<file path="config.mk">
export PLATFORM = sky130hd
export DESIGN_NAME = dircc_fanout_scheduler_flat
export DESIGN_NICKNAME = d
export VERILOG_FILES = /design/src/rtl/dircc_types_pkg.sv /design/src/rtl/dircc_fanout_scheduler_if.sv /design/src/rtl/dircc_rr_arbiter.sv /design/src/rtl/dircc_fanout_scheduler.sv /design/src/flat_wrapper.sv
export SDC_FILE = /design/constraint.sdc
export NUM_CORES = 1
export LEC_CHECK = 0
export CAP_MARGIN = 20
export CORE_AREA = 3 3 111 113
export CTS_BUF_LIST = sky130_fd_sc_hd__clkbuf_2 sky130_fd_sc_hd__clkbuf_4 sky130_fd_sc_hd__clkbuf_8
export DETAILED_ROUTE_END_ITERATION = 12
export DIE_AREA = 0 0 114 116
export PLACE_DENSITY = 0.69
export SLEW_MARGIN = 20
export SYNTH_ARGS = -nofsm -noshare
export SYNTH_HDL_FRONTEND = slang
export SYNTH_HIERARCHICAL = 1
export SYNTH_SLANG_ARGS = --single-unit
</file>
<file path="constraint.sdc">
create_clock -name clk -period 2.2 [get_ports clk]
set_input_delay 0.44 -clock clk [delete_from_list [all_inputs] [get_ports clk]]
set_output_delay 0.44 -clock clk [all_outputs]
set_load 0.01 [all_outputs]
</file>
<file path="src/rtl/dircc_types_pkg.sv">
// Shared DiRCC types: network address layout and fanout scheduler state encoding.
package dircc_types_pkg;

    typedef struct packed {
        logic [31:0] hw_addr;
        logic [15:0] sw_addr;
        logic [7:0]  port;
        logic [7:0]  flag;
    } address_t;

    typedef enum logic [1:0] {
        IDLE  = 2'd0,
        FETCH = 2'd1,
        SEND  = 2'd2,
        DONE  = 2'd3
    } fanout_state_t;

    function automatic logic [31:0] clamp_targets(input logic [31:0] num,
                                                  input logic [31:0] max_targets);
        return (num > max_targets) ? max_targets : num;
    endfunction

endpackage

</file>
<file path="src/rtl/dircc_fanout_scheduler_if.sv">
// Handshake bundle between the fanout scheduler (master) and the device/NoC side (slave).
interface dircc_fanout_scheduler_if #(
    parameter int DEVICES     = 1,
    parameter int OUT_PORTS   = 1,
    parameter int MAX_TARGETS = 4,
    parameter int PAYLOAD_W   = 28
);
    import dircc_types_pkg::*;

    localparam int N      = DEVICES * OUT_PORTS;
    localparam int DEV_W  = $clog2(DEVICES) + 1;
    localparam int PORT_W = $clog2(OUT_PORTS) + 1;
    localparam int TGT_W  = $clog2(MAX_TARGETS) + 1;

    logic [N-1:0]         rts_i;
    logic [N-1:0]         rts_ack_o;
    logic [DEV_W-1:0]     sel_dev_o;
    logic [PORT_W-1:0]    sel_port_o;
    logic [TGT_W-1:0]     tgt_idx_o;
    logic [PAYLOAD_W-1:0] payload_i;
    logic [31:0]          tgt_num_i;
    address_t             tgt_addr_i;
    logic                 tx_valid_o;
    logic                 tx_ready_i;
    address_t             tx_dest_o;
    address_t             tx_src_o;
    logic [PAYLOAD_W-1:0] tx_payload_o;
    logic                 busy_o;

    modport master (
        input  rts_i, payload_i, tgt_num_i, tgt_addr_i, tx_ready_i,
        output rts_ack_o, sel_dev_o, sel_port_o, tgt_idx_o,
               tx_valid_o, tx_dest_o, tx_src_o, tx_payload_o, busy_o
    );

    modport slave (
        output rts_i, payload_i, tgt_num_i, tgt_addr_i, tx_ready_i,
        input  rts_ack_o, sel_dev_o, sel_port_o, tgt_idx_o,
               tx_valid_o, tx_dest_o, tx_src_o, tx_payload_o, busy_o
    );

endinterface

</file>
<file path="src/rtl/dircc_rr_arbiter.sv">
// Rotating-priority arbiter: grants the first request at or after ptr, wrapping past N-1.
module dircc_rr_arbiter #(
    parameter int N = 1,
    localparam int IW = $clog2(N) + 1
) (
    input  logic [N-1:0]  req,
    input  logic [IW-1:0] ptr,
    output logic          valid,
    output logic [IW-1:0] grant_idx,
    output logic [N-1:0]  grant
);

    // Padding lets any IW-bit index address the request vector without a range fault.
    logic [(2**IW)-1:0] w_req_pad;
    logic [IW-1:0]      w_cand [N];
    logic [N-1:0]       w_rot_req;

    assign w_req_pad = (2**IW)'(req);

    genvar gi;
    generate
        for (gi = 0; gi < N; gi++) begin : g_rot
            logic [IW:0] w_sum;
            assign w_sum         = {1'b0, ptr} + (IW+1)'(gi);
            assign w_cand[gi]    = (w_sum >= (IW+1)'(N)) ? IW'(w_sum - (IW+1)'(N)) : w_sum[IW-1:0];
            assign w_rot_req[gi] = w_req_pad[w_cand[gi]];
        end
    endgenerate

    always_comb begin
        valid     = 1'b0;
        grant_idx = '0;
        for (int i = N - 1; i >= 0; i--) begin
            if (w_rot_req[i]) begin
                valid     = 1'b1;
                grant_idx = w_cand[i];
            end
        end
    end

    always_comb begin
        grant = '0;
        if (valid) begin
            grant = N'(1) << grant_idx;
        end
    end

endmodule

</file>
<file path="src/rtl/dircc_fanout_scheduler.sv">
// Per-thread send scheduler: round-robin over (device, port) requests, one packet per fanout target.
// Optional DIRCC_FANOUT_STATS_EN adds sent_count_o, a wrapping count of accepted packets.
module dircc_fanout_scheduler #(
    parameter int          DEVICES     = 1,
    parameter int          OUT_PORTS   = 1,
    parameter int          MAX_TARGETS = 4,
    parameter int          PAYLOAD_W   = 28,
    parameter logic [31:0] THREAD_ID   = 32'h0
) (
    input  logic clk,
    input  logic reset_n,
    dircc_fanout_scheduler_if.master bus
`ifdef DIRCC_FANOUT_STATS_EN
    ,
    output logic [31:0] sent_count_o
`endif
);
    import dircc_types_pkg::*;

    localparam int N      = DEVICES * OUT_PORTS;
    localparam int SEL_W  = $clog2(N) + 1;
    localparam int DEV_W  = $clog2(DEVICES) + 1;
    localparam int PORT_W = $clog2(OUT_PORTS) + 1;
    localparam int TGT_W  = $clog2(MAX_TARGETS) + 1;

    localparam logic [1:0] ST_IDLE  = IDLE;
    localparam logic [1:0] ST_FETCH = FETCH;
    localparam logic [1:0] ST_SEND  = SEND;
    localparam logic [1:0] ST_DONE  = DONE;

    logic [1:0]           r_state;
    logic [SEL_W-1:0]     r_sel;
    logic [N-1:0]         r_grant;
    logic [SEL_W-1:0]     r_rr_ptr;
    logic [PAYLOAD_W-1:0] r_payload;
    logic [TGT_W-1:0]     r_num;
    logic [TGT_W-1:0]     r_tgt_idx;

    logic                 w_grant_valid;
    logic [SEL_W-1:0]     w_grant_idx;
    logic [N-1:0]         w_grant;
    logic [TGT_W-1:0]     w_num_clamped;
    logic                 w_sending;
    logic [31:0]          w_sel_dev32;
    logic [31:0]          w_sel_port32;
    address_t             w_src;

    dircc_rr_arbiter #(.N(N)) u_arb (
        .req       (bus.rts_i),
        .ptr       (r_rr_ptr),
        .valid     (w_grant_valid),
        .grant_idx (w_grant_idx),
        .grant     (w_grant)
    );

    assign w_num_clamped = TGT_W'(clamp_targets(bus.tgt_num_i, 32'(MAX_TARGETS)));
    assign w_sending     = (r_state == ST_SEND);

    always_ff @(posedge clk or negedge reset_n) begin
        if (!reset_n) begin
            r_state   <= ST_IDLE;
            r_sel     <= '0;
            r_grant   <= '0;
            r_rr_ptr  <= '0;
            r_payload <= '0;
            r_num     <= '0;
            r_tgt_idx <= '0;
        end else begin
            case (r_state)
                ST_IDLE: begin
                    if (w_grant_valid) begin
                        r_sel   <= w_grant_idx;
                        r_grant <= w_grant;
                        r_state <= ST_FETCH;
                    end
                end
                ST_FETCH: begin
                    r_payload <= bus.payload_i;
                    r_num     <= w_num_clamped;
                    r_tgt_idx <= '0;
                    r_state   <= (w_num_clamped == '0) ? ST_DONE : ST_SEND;
                end
                ST_SEND: begin
                    // The index only moves on a handshake, so the looked-up destination holds under stall.
                    if (bus.tx_ready_i) begin
                        if (r_tgt_idx == r_num - TGT_W'(1)) begin
                            r_state <= ST_DONE;
                        end else begin
                            r_tgt_idx <= r_tgt_idx + TGT_W'(1);
                        end
                    end
                end
                ST_DONE: begin
                    r_rr_ptr  <= (r_sel == SEL_W'(N - 1)) ? '0 : r_sel + SEL_W'(1);
                    r_tgt_idx <= '0;
                    r_state   <= ST_IDLE;
                end
                default: r_state <= ST_IDLE;
            endcase
        end
    end

`ifdef DIRCC_FANOUT_STATS_EN
    logic [31:0] r_sent_count;

    always_ff @(posedge clk or negedge reset_n) begin
        if (!reset_n) begin
            r_sent_count <= '0;
        end else if (w_sending && bus.tx_ready_i) begin
            r_sent_count <= r_sent_count + 32'd1;
        end
    end

    assign sent_count_o = r_sent_count;
`endif

    assign w_sel_dev32  = 32'(r_sel) / 32'(OUT_PORTS);
    assign w_sel_port32 = 32'(r_sel) % 32'(OUT_PORTS);

    always_comb begin
        w_src         = '0;
        w_src.hw_addr = THREAD_ID;
        w_src.sw_addr = 16'(w_sel_dev32);
        w_src.port    = 8'(w_sel_port32);
    end

    assign bus.rts_ack_o    = (r_state == ST_DONE) ? r_grant : '0;
    assign bus.sel_dev_o    = DEV_W'(w_sel_dev32);
    assign bus.sel_port_o   = PORT_W'(w_sel_port32);
    assign bus.tgt_idx_o    = r_tgt_idx;
    assign bus.tx_valid_o   = w_sending;
    assign bus.tx_dest_o    = w_sending ? bus.tgt_addr_i : '0;
    assign bus.tx_src_o     = w_sending ? w_src : '0;
    assign bus.tx_payload_o = w_sending ? r_payload : '0;
    assign bus.busy_o       = (r_state != ST_IDLE);

endmodule

</file>
<file path="src/flat_wrapper.sv">
// flat-port wrapper written by rule: the top's interface ports become plain ports
module dircc_fanout_scheduler_flat import dircc_types_pkg::*;
#(
    parameter int          DEVICES     = 1,
    parameter int          OUT_PORTS   = 1,
    parameter int          MAX_TARGETS = 4,
    parameter int          PAYLOAD_W   = 28,
    parameter logic [31:0] THREAD_ID   = 32'h0
)
  (clk, reset_n, bus_rts_i, bus_payload_i, bus_tgt_num_i, bus_tgt_addr_i, bus_tx_ready_i, bus_rts_ack_o, bus_sel_dev_o, bus_sel_port_o, bus_tgt_idx_o, bus_tx_valid_o, bus_tx_dest_o, bus_tx_src_o, bus_tx_payload_o, bus_busy_o);
  dircc_fanout_scheduler_if #(.DEVICES(DEVICES), .OUT_PORTS(OUT_PORTS), .MAX_TARGETS(MAX_TARGETS), .PAYLOAD_W(PAYLOAD_W)) bus_i ();
  input  logic clk;
  input  logic reset_n;
  input wire logic [$bits(bus_i.rts_i)-1:0] bus_rts_i;
  input wire logic [$bits(bus_i.payload_i)-1:0] bus_payload_i;
  input wire logic [$bits(bus_i.tgt_num_i)-1:0] bus_tgt_num_i;
  input wire logic [$bits(bus_i.tgt_addr_i)-1:0] bus_tgt_addr_i;
  input wire logic [$bits(bus_i.tx_ready_i)-1:0] bus_tx_ready_i;
  output wire logic [$bits(bus_i.rts_ack_o)-1:0] bus_rts_ack_o;
  output wire logic [$bits(bus_i.sel_dev_o)-1:0] bus_sel_dev_o;
  output wire logic [$bits(bus_i.sel_port_o)-1:0] bus_sel_port_o;
  output wire logic [$bits(bus_i.tgt_idx_o)-1:0] bus_tgt_idx_o;
  output wire logic [$bits(bus_i.tx_valid_o)-1:0] bus_tx_valid_o;
  output wire logic [$bits(bus_i.tx_dest_o)-1:0] bus_tx_dest_o;
  output wire logic [$bits(bus_i.tx_src_o)-1:0] bus_tx_src_o;
  output wire logic [$bits(bus_i.tx_payload_o)-1:0] bus_tx_payload_o;
  output wire logic [$bits(bus_i.busy_o)-1:0] bus_busy_o;
  assign bus_i.rts_i = bus_rts_i;
  assign bus_i.payload_i = bus_payload_i;
  assign bus_i.tgt_num_i = bus_tgt_num_i;
  assign bus_i.tgt_addr_i = bus_tgt_addr_i;
  assign bus_i.tx_ready_i = bus_tx_ready_i;
  assign bus_rts_ack_o = bus_i.rts_ack_o;
  assign bus_sel_dev_o = bus_i.sel_dev_o;
  assign bus_sel_port_o = bus_i.sel_port_o;
  assign bus_tgt_idx_o = bus_i.tgt_idx_o;
  assign bus_tx_valid_o = bus_i.tx_valid_o;
  assign bus_tx_dest_o = bus_i.tx_dest_o;
  assign bus_tx_src_o = bus_i.tx_src_o;
  assign bus_tx_payload_o = bus_i.tx_payload_o;
  assign bus_busy_o = bus_i.busy_o;
  dircc_fanout_scheduler #(.DEVICES(DEVICES), .OUT_PORTS(OUT_PORTS), .MAX_TARGETS(MAX_TARGETS), .PAYLOAD_W(PAYLOAD_W), .THREAD_ID(THREAD_ID)) u_core (.clk(clk), .reset_n(reset_n), .bus(bus_i));
endmodule
</file>
==> out/metrics.cfg, run 1 <==
[run_status]
status=completed

[detailed_routing]
antenna_left=0
avgViaCountPerCell=3.975
totalWireLength_um=9510
num_vias=2679
drc=0
drt_pre_antenna_iters=4
wire_per_inst_um=14.11
drt-initial-drc-count=61

[synth]
yosys-top-cells-area=dfrtp_1 33%, and2_1 21%, buf_4 18%
synth_top_area_frac=0.3319
netlist_instances=307
synth_cell_types=29
synth_ff_type=dfrtp_1
synthArstFlopShare=1.000
ys_ff_latch=38
yosys.area.top_type=dfrtp_1
yosys.cell_count.top_type=and2_1
netlist_area_um2=2865
yosysWarnings=6
synth_seq_area_share=0.3319
synthTopCellsByCount=94 x and2_1, 67 x buf_4, 38 x dfrtp_1
synth_edf_count=0
postSynthAreaPerCell_um2=9.333

[power]
powerDensity_nw_per_um2=916.5
p_leak_nw=2.569
ir_drop_uv=634.5

[clocking]
clk_pin_slew_ps=80
numCtsBuffers=5
clockRootBuffer=clkbuf_8
htree_levels=2
cts_tree=built
clkSinkCount=38
clock_path_buffers=2
holdBufCountCts=0
clk_latency_ps=290

[timing]
hold_violations=0
rsz0062_at_grt=false
period_needed_ps=2035
tns_ps=0
fin_skew_ps=2.866
min_period_over_period=0.9250
slew-limit-headroom=0.4092
fmax_mhz=491.4
tightest_slew_ps=886.3
setup_violations=0
slew_viol_final=0

[finish]
layout-drive-gt1-share=0.1017
fin_util=0.4443
fillers=1111
multiInputGateArea_um2=1569
nets=665
ff_latch_area_um2=952.2
diodes=0
syn_to_final_growth_pct=77.07

[worst_setup_path]
max_stage_delay_ps=400
cp_data_arrival_time_ps=1590
cp_slowest_cell=dfrtp_1
worstPathMaxFanout=40
critPathRequiredTime_ps=1760
path_class=reg2out
startpoint_type=register
cp-end-kind=output pin
crit_path_cell_trace=inv_2 -> ha_4 -> buf_12 -> and2_1 -> dlygate4sd2_1

[global_routing]
grt_pass1_vias=2624
grt_overflow=0
grt_first_pass_wirelength_um=14010
grt_usage=0.1314
antenna_found_initial=0
grt_start_max_net_pins=41

[job]
maxCapViolCount=0

[floorplan]
io_pins=292
die_w_um=114
rows=39
die-area_um2=13220
initial_core_util=0.2509
die_h_um=116
core-area_um2=11420

[hold_path]
hp-class=in2async

[place]
port_buffers=227
finalWeightedCongestion=0.7380
dp_hpwl_um=7923

-- critical path: cells and delay by family (launching register included) --
kind	cells	cell delay, ps
DFF	1	400
and+or+nand+nor	1	160
adders and majority gates	1	200
buffers and inverters	3	550
-- through the flow --
stage | power [mW] | instances | area, um2 | worst slack [ps] | hold slack [ps]
5_1_grt | 5.031 | 674 | 5074 | 67.15 | 337.9
3_3_place_gp | 4.462 | 665 | 5060 | 120.5 | 480.3
3_5_place_dp | 4.504 | 665 | 5060 | 97.56 | 487.7
2_1_floorplan | 2.876 | 370 | 3102 | 312.2 | 144.4
6_report | 4.650 | 674 | 5074 | 165.0 | 271.3
4_1_cts | 4.736 | 674 | 5069 | 39.99 | 297.1
-- layer usage --
metal | part of all wire | routed length, um | global-route usage | vias up
met1 | 0.37 | 3553 | 0.1584 | 1243
met4 | 0.0044 | 42 | 0.02138 | 0
li1 | - | - | - | 1300
met2 | 0.53 | 5013 | 0.2373 | 132
met5 | 0 | 0 | 0 | -
met3 | 0.095 | 900 | 0.03655 | 4
-- state kept, by name, summed over array words and instances (netlist names) --
| register | cells |
|---|---|
| u_core/r_state | 2 |
| u_core/r_grant | 1 |
| u_core/r_num | 3 |
| u_core/r_payload | 28 |
| u_core/bus.tgt_idx_o | 3 |
| u_core/r_sel | 1 |
-- kinds of logic after synthesis --
| kind of cell | share of synthesized area |
|---|---|
| compound gates | 0.03625 |
| simple gates | 0.2498 |
| fa+ha+maj | 0.03057 |
| mux | 0.1293 |
| other cells | 0.002621 |
| buf+inv | 0.2074 |
| flops | 0.3319 |
| xor+xnor | 0.01223 |
-- what timing repair did --
action,CTS,global route
pin swaps,0,0
setup endpoints to repair,94,2
resized for setup,100,2
cloned,0,0
setup buffers,1,0
-- report_power, final --
part | internal [mW] | leakage, nW | switching, mW
registers | 1.03 | 0.452 | 0.181
clock network | 0.266 | 0.0517 | 0.250
logic | 1.62 | 2.07 | 1.31
total | 2.91 | 2.57 | 1.74
-- layout by cell type (no fill, tap or decap), types with 2 or more instances in the layout --
| master | instances |
|---|---|
| nor4_1 | 6 |
| nand2_1 | 9 |
| dlygate4sd2_1 | 94 |
| conb_1 | 65 |
| mux2_2 | 31 |
| and2_1 | 94 |
| a21oi_1 | 3 |
| xor2_1 | 2 |
| clkdlybuf4s50_1 | 130 |
| buf_4 | 5 |
| xnor2_1 | 2 |
| ha_1 | 6 |
| clkbuf_8 | 6 |
| o21ai_0 | 4 |
| dlymetal6s2s_1 | 2 |
| inv_1 | 6 |
| buf_12 | 3 |
| dfrtp_1 | 37 |
| nor2_1 | 7 |
| a32o_1 | 2 |
-- final timing paths --
| kind | startpoint | endpoint | slack [ps] | depth (start not counted) |
|---|---|---|---|---|
| worst max-delay path | u_core/r_state[0]$_DFFE_PN0P_ | bus_tx_dest_o[8] | 170 | 5 |
| worst min-delay path | reset_n | u_core/r_payload[21]$_DFFE_PN0P_ | 270 | 1 |
| worst max register to register | u_core/r_num[0]$_DFFE_PN0P_ | u_core/bus.tgt_idx_o[2]$_DFFE_PN0P_ | 310 | 7 |
| worst min register to register | u_core/r_grant$_DFFE_PN0P_ | u_core/r_grant$_DFFE_PN0P_ | 500 | 1 |
| max in group asynchronous | reset_n | u_core/r_state[1]$_DFFE_PN0P_ | 1320 | 1 |
| min in group clk | u_core/r_grant$_DFFE_PN0P_ | u_core/r_grant$_DFFE_PN0P_ | 500 | 1 |
-- cell type report --
type,count,area share
Clock buffer,7,0.01776
Clock inverter,1,0.0009864
Inverter,7,0.005179
Multi-Input combinational cell,243,0.3092
Sequential cell,38,0.1877
Tap cell,143,0.03527
Timing Repair Buffer,235,0.4439
(Power assumes the default switching activity.)
==> run 2: changes to the inputs <==
MAX_ROUTING_LAYER = met4   (was default)
SKIP_LAST_GASP = 1   (was default)
==> out/metrics.cfg, run 2 (synthesized netlist as in run 1, its figures left out) <==
[place]
port_buffers=227
place_worst_setup_slack_ps=97.56
dp_hpwl_um=7923
finalWeightedCongestion=0.7472
dp.cells=665

[global_routing]
grt_start_max_net_pins=41
met1_usage=0.1629
grt_first_pass_wirelength_um=14000
grt_pass1_vias=2629
grt_util_met3=0.03029
antenna_found_initial=0
gr-max-usage-layer=met2
use_met2=0.2373
grt_usage=0.1356
grt_overflow=0

[job]
maxCapViolCount=0

[timing]
min_period_over_period=1.049
fin_skew_ps=4.379
tns_ps=-3288
tightest_slew_ps=882.2
rsz0062_at_grt=true
worst_hold_slack_ps=267.9
setup_violations=56
setup_ws_ps=-106.9
slew-limit-headroom=0.4118
hold_violations=0
slew_viol_final=0
period_needed_ps=2307
fmax_mhz=433.5

[clocking]
clk_latency_ps=290
clkSinkCount=38
clockRootBuffer=clkbuf_8
htree_levels=2
cts_tree=built
clk_pin_slew_ps=80
numCtsBuffers=5
clock_path_buffers=2

[detailed_routing]
num_vias=2657
avgViaCountPerCell=3.942
antenna_left=0
totalWireLength_um=9586
drt_pre_antenna_iters=4
drt-initial-drc-count=62
drc=0
wire_per_inst_um=14.22

[power]
power.share.sequential=0.247
comb_power_share=0.647
p_leak_nw=2.517
ir_drop_uv=642.5
total_power_mw=4.913
powerDensity_nw_per_um2=945.4
clockPowerShare=0.105
sw_frac_of_total=0.3580
intPower_mw=3.154
p_sw_mw=1.759

[finish]
layout-drive-gt1-share=0.1017
nets=665
largest_register_ffs=28
largest-register=u_core/r_payload
fin_cells=674
syn_to_final_growth_pct=81.35
diodes=0
final_cell_mix=186 x clkdlybuf4s50_1, 94 x and2_1, 65 x conb_1
final_common_cell=clkdlybuf4s50_1

[run_status]
status=complete, but fails checks
violations=negative setup slack

[floorplan]
core-area_um2=11420
die_h_um=116
die-area_um2=13220
rows=39
io_pins=292
die_w_um=114
initial_core_util=0.2509

[worst_setup_path]
critPathRequiredTime_ps=1760
worstPathMaxFanout=40
path_class=reg2out
startpoint_type=register
crit_start=u_core/r_state[0]$_DFFE_PN0P_
r2r_start=u_core/r_num[0]$_DFFE_PN0P_
cp-end-kind=output pin
cp_data_arrival_time_ps=1870

[hold_path]
hp-class=in2async

[run 2: changes by cell type in the layout (fill, tap and decap cells not counted)]
| cell | before | now |
|---|---|---|
| dlymetal6s2s_1 | 2 | 16 |
| dlygate4sd2_1 | 94 | 24 |
| clkdlybuf4s50_1 | 130 | 186 |
[run 2: repair_timing]
action	CTS	global route
hold buffers	0	0
setup buffers	1	0
setup endpoints to repair	94	72
gates resized for setup	30	16
[run 2: final cells by class]
class / instances / area, um2
fill: 1080 / 6222
clock buffer: 7 / 90.09
sequential: 38 / 952.2
clock inverter: 1 / 5.005
tap: 143 / 178.9
multi-input combinational: 243 / 1569
timing repair buffer: 235 / 2375
inverter: 7 / 26.28
[run 2: per-stage QoR]
stage                       util  instance area [um2]
after global placement    0.4431                 5060
final                     0.4551                 5196
after floorplan                -                 3102
after CTS                 0.4516                 5156
after detailed placement  0.4431                 5060
after global routing      0.4551                 5196
[run 2: worst max-delay path, cell delays in order (launching register included)]
cell and delay [ps]:
dfrtp_1 390, inv_2 80, ha_4 200, buf_12 180, and2_1 170, clkdlybuf4s50_1 540
[run 2: worst paths after layout]
| check | depth (start not counted) | slack, ps | endpoint |
|---|---|---|---|
| min in group clk | 1 | 500 | u_core/r_grant$_DFFE_PN0P_ |
| hold reg to reg | 1 | 500 | u_core/r_grant$_DFFE_PN0P_ |
| setup / recovery | 5 | -110 | bus_tx_dest_o[3] |
| hold / removal | 1 | 270 | u_core/r_payload[21]$_DFFE_PN0P_ |
| max in group asynchronous | 1 | 1330 | u_core/r_state[1]$_DFFE_PN0P_ |
| setup reg to reg | 7 | 300 | u_core/bus.tgt_idx_o[2]$_DFFE_PN0P_ |
[run 2: metal layers]
metal | vias up | share of wire | wire length (um)
met1 | 1227 | 0.38 | 3613
met4 | 0 | 0.0062 | 59
met2 | 129 | 0.52 | 5028
li1 | 1296 | - | -
met5 | - | 0 | 0
met3 | 5 | 0.092 | 884
[run 2: power groups by stage]
| stage | combinational (mW) | clock [mW] | sequential [mW] |
|---|---|---|---|
| floorplan | 1.70 | 0 | 1.17 |
| global placement | 3.24 | 0 | 1.22 |
| detailed placement | 3.29 | 0 | 1.22 |
| CTS | 3.27 | 0.532 | 1.22 |
| global route | 3.47 | 0.553 | 1.26 |
| finish | 3.18 | 0.517 | 1.21 |
==> run 3: changes to the inputs <==
MAX_ROUTING_LAYER = default   (was met4)
==> out/metrics.cfg, run 3 (synthesized netlist as in run 1, its figures left out) <==
[place]
place_worst_setup_slack_ps=97.56
dp.cells=665
port_buffers=227
dp_hpwl_um=7923
post_dp_cell_area_um2=5060
finalWeightedCongestion=0.7380

[clocking]
clock_path_buffers=2
numCtsBuffers=5
clockRootBuffer=clkbuf_8
htree_levels=2
clkSinkCount=38
cts_tree=built
clk_pin_slew_ps=80
clk_latency_ps=290

[finish]
postLayoutCellArea_um2=5216
diodes=0
largest_register_ffs=28
final_cell_mix=186 x clkdlybuf4s50_1, 94 x and2_1, 65 x conb_1
final_common_cell=clkdlybuf4s50_1
largest-register=u_core/r_payload
layout-drive-gt1-share=0.1034
syn_to_final_growth_pct=82.05
fin_util=0.4568
fin_cells=675
fillers=1078
nets=666
ff_latch_area_um2=952.2
multiInputGateArea_um2=1569

[worst_setup_path]
worstPathMaxFanout=40
cp_data_arrival_time_ps=1870
path_buf_inv=3
r2r_start=u_core/r_num[0]$_DFFE_PN0P_
r2r_slack_ps=310
path_class=reg2out
worstReg2RegEnd=u_core/bus.tgt_idx_o[2]$_DFFE_PN0P_
r2r_cells=7
crit_path_cell_trace=inv_2 -> ha_4 -> buf_12 -> and2_1 -> clkdlybuf4s50_1
cp_slowest_cell=clkdlybuf4s50_1
cp-end-kind=output pin
startpoint_type=register
max_stage_delay_ps=540
path_delay_family=buffers and inverters
critPathRequiredTime_ps=1760

[global_routing]
grt_overflow=0
grt_start_max_net_pins=41
grt_pass1_vias=2627
antenna_found_initial=0
grt_usage=0.1315
grt_first_pass_wirelength_um=14010

[timing]
slew-limit-headroom=0.4083
setup_violations=56
setup_ws_ps=-111.1
fin_skew_ps=2.989
slew_viol_final=0
fmax_mhz=432.7
rsz0062_at_grt=true
period_needed_ps=2311
tns_ps=-3454
worst_hold_slack_ps=270.4
hold_violations=0
tightest_slew_ps=887.6
min_period_over_period=1.050

[floorplan]
initial_core_util=0.2509
die_w_um=114
io_pins=292
core-area_um2=11420
die_h_um=116
rows=39
die-area_um2=13220

[detailed_routing]
totalWireLength_um=9595
wire_per_inst_um=14.21
avgViaCountPerCell=3.964
drt_pre_antenna_iters=4
drc=0
antenna_left=0
num_vias=2676
drt-initial-drc-count=59

[job]
maxCapViolCount=0

[hold_path]
hp-class=in2async

[run_status]
violations=negative setup slack
status=complete, but fails checks

[power]
powerDensity_nw_per_um2=949.3
ir_drop_uv=640.6
total_power_mw=4.952
p_leak_nw=2.526

[run 3: cell types whose count changed in the layout (fill, tap and decap cells not counted), sizes merged]
cell and change:
buf +1
[run 3: per-layer routing]
| metal | global-route usage | routed length, um |
|---|---|---|
| met5 | 0 | 0 |
| met2 | 0.2373 | 5070 |
| met1 | 0.1578 | 3538 |
| met4 | 0.02138 | 42 |
| met3 | 0.03812 | 942 |
[run 3: timing repair]
item,4_1_cts,5_1_grt
hold buffers,0,0
resized for setup,30,16
setup endpoints to repair,94,72
buffers inserted,1,1
[run 3: how the worst max path moves through the flow]
| stage | start | to | slack [ps] | depth (start not counted) |
|---|---|---|---|---|
| after global routing | u_core/r_state[0]$_DFFE_PN0P_ | bus_tx_dest_o[3] | -190 | 5 |
| after CTS | u_core/r_state[0]$_DFFE_PN0P_ | bus_tx_dest_o[3] | -140 | 5 |
| final | u_core/r_state[0]$_DFFE_PN0P_ | bus_tx_dest_o[3] | -110 | 5 |
| after floorplan | u_core/r_state[0]$_DFFE_PN0P_ | bus_tx_payload_o[17] | 310 | 5 |
| after global placement | bus_tgt_addr_i[6] | bus_tx_dest_o[6] | 120 | 3 |
| after detailed placement | u_core/r_state[0]$_DFFE_PN0P_ | bus_tx_payload_o[16] | 100 | 5 |
[run 3: layout make-up]
type	count	area share
Timing Repair Buffer	236	0.4591
Tap cell	143	0.03430
Inverter	7	0.005037
Multi-Input combinational cell	243	0.3008
Clock inverter	1	0.0009595
Sequential cell	38	0.1825
Clock buffer	7	0.01727
[run 3: worst reg2reg max path: stages, from the launching register on]
cell and delay [ps]:
dfrtp_1 360, inv_1 60, ha_1 300, xor2_1 130, nand2_1 120, o21ai_2 250
mux2_1 360, a32o_1 210
[run 3: where the power goes]
group / switching (mW) / leakage (nW) / internal, mW
sequential: 0.184 / 0.452 / 1.03
clock: 0.252 / 0.0517 / 0.266
combinational: 1.33 / 2.02 / 1.89
total: 1.77 / 2.53 / 3.19
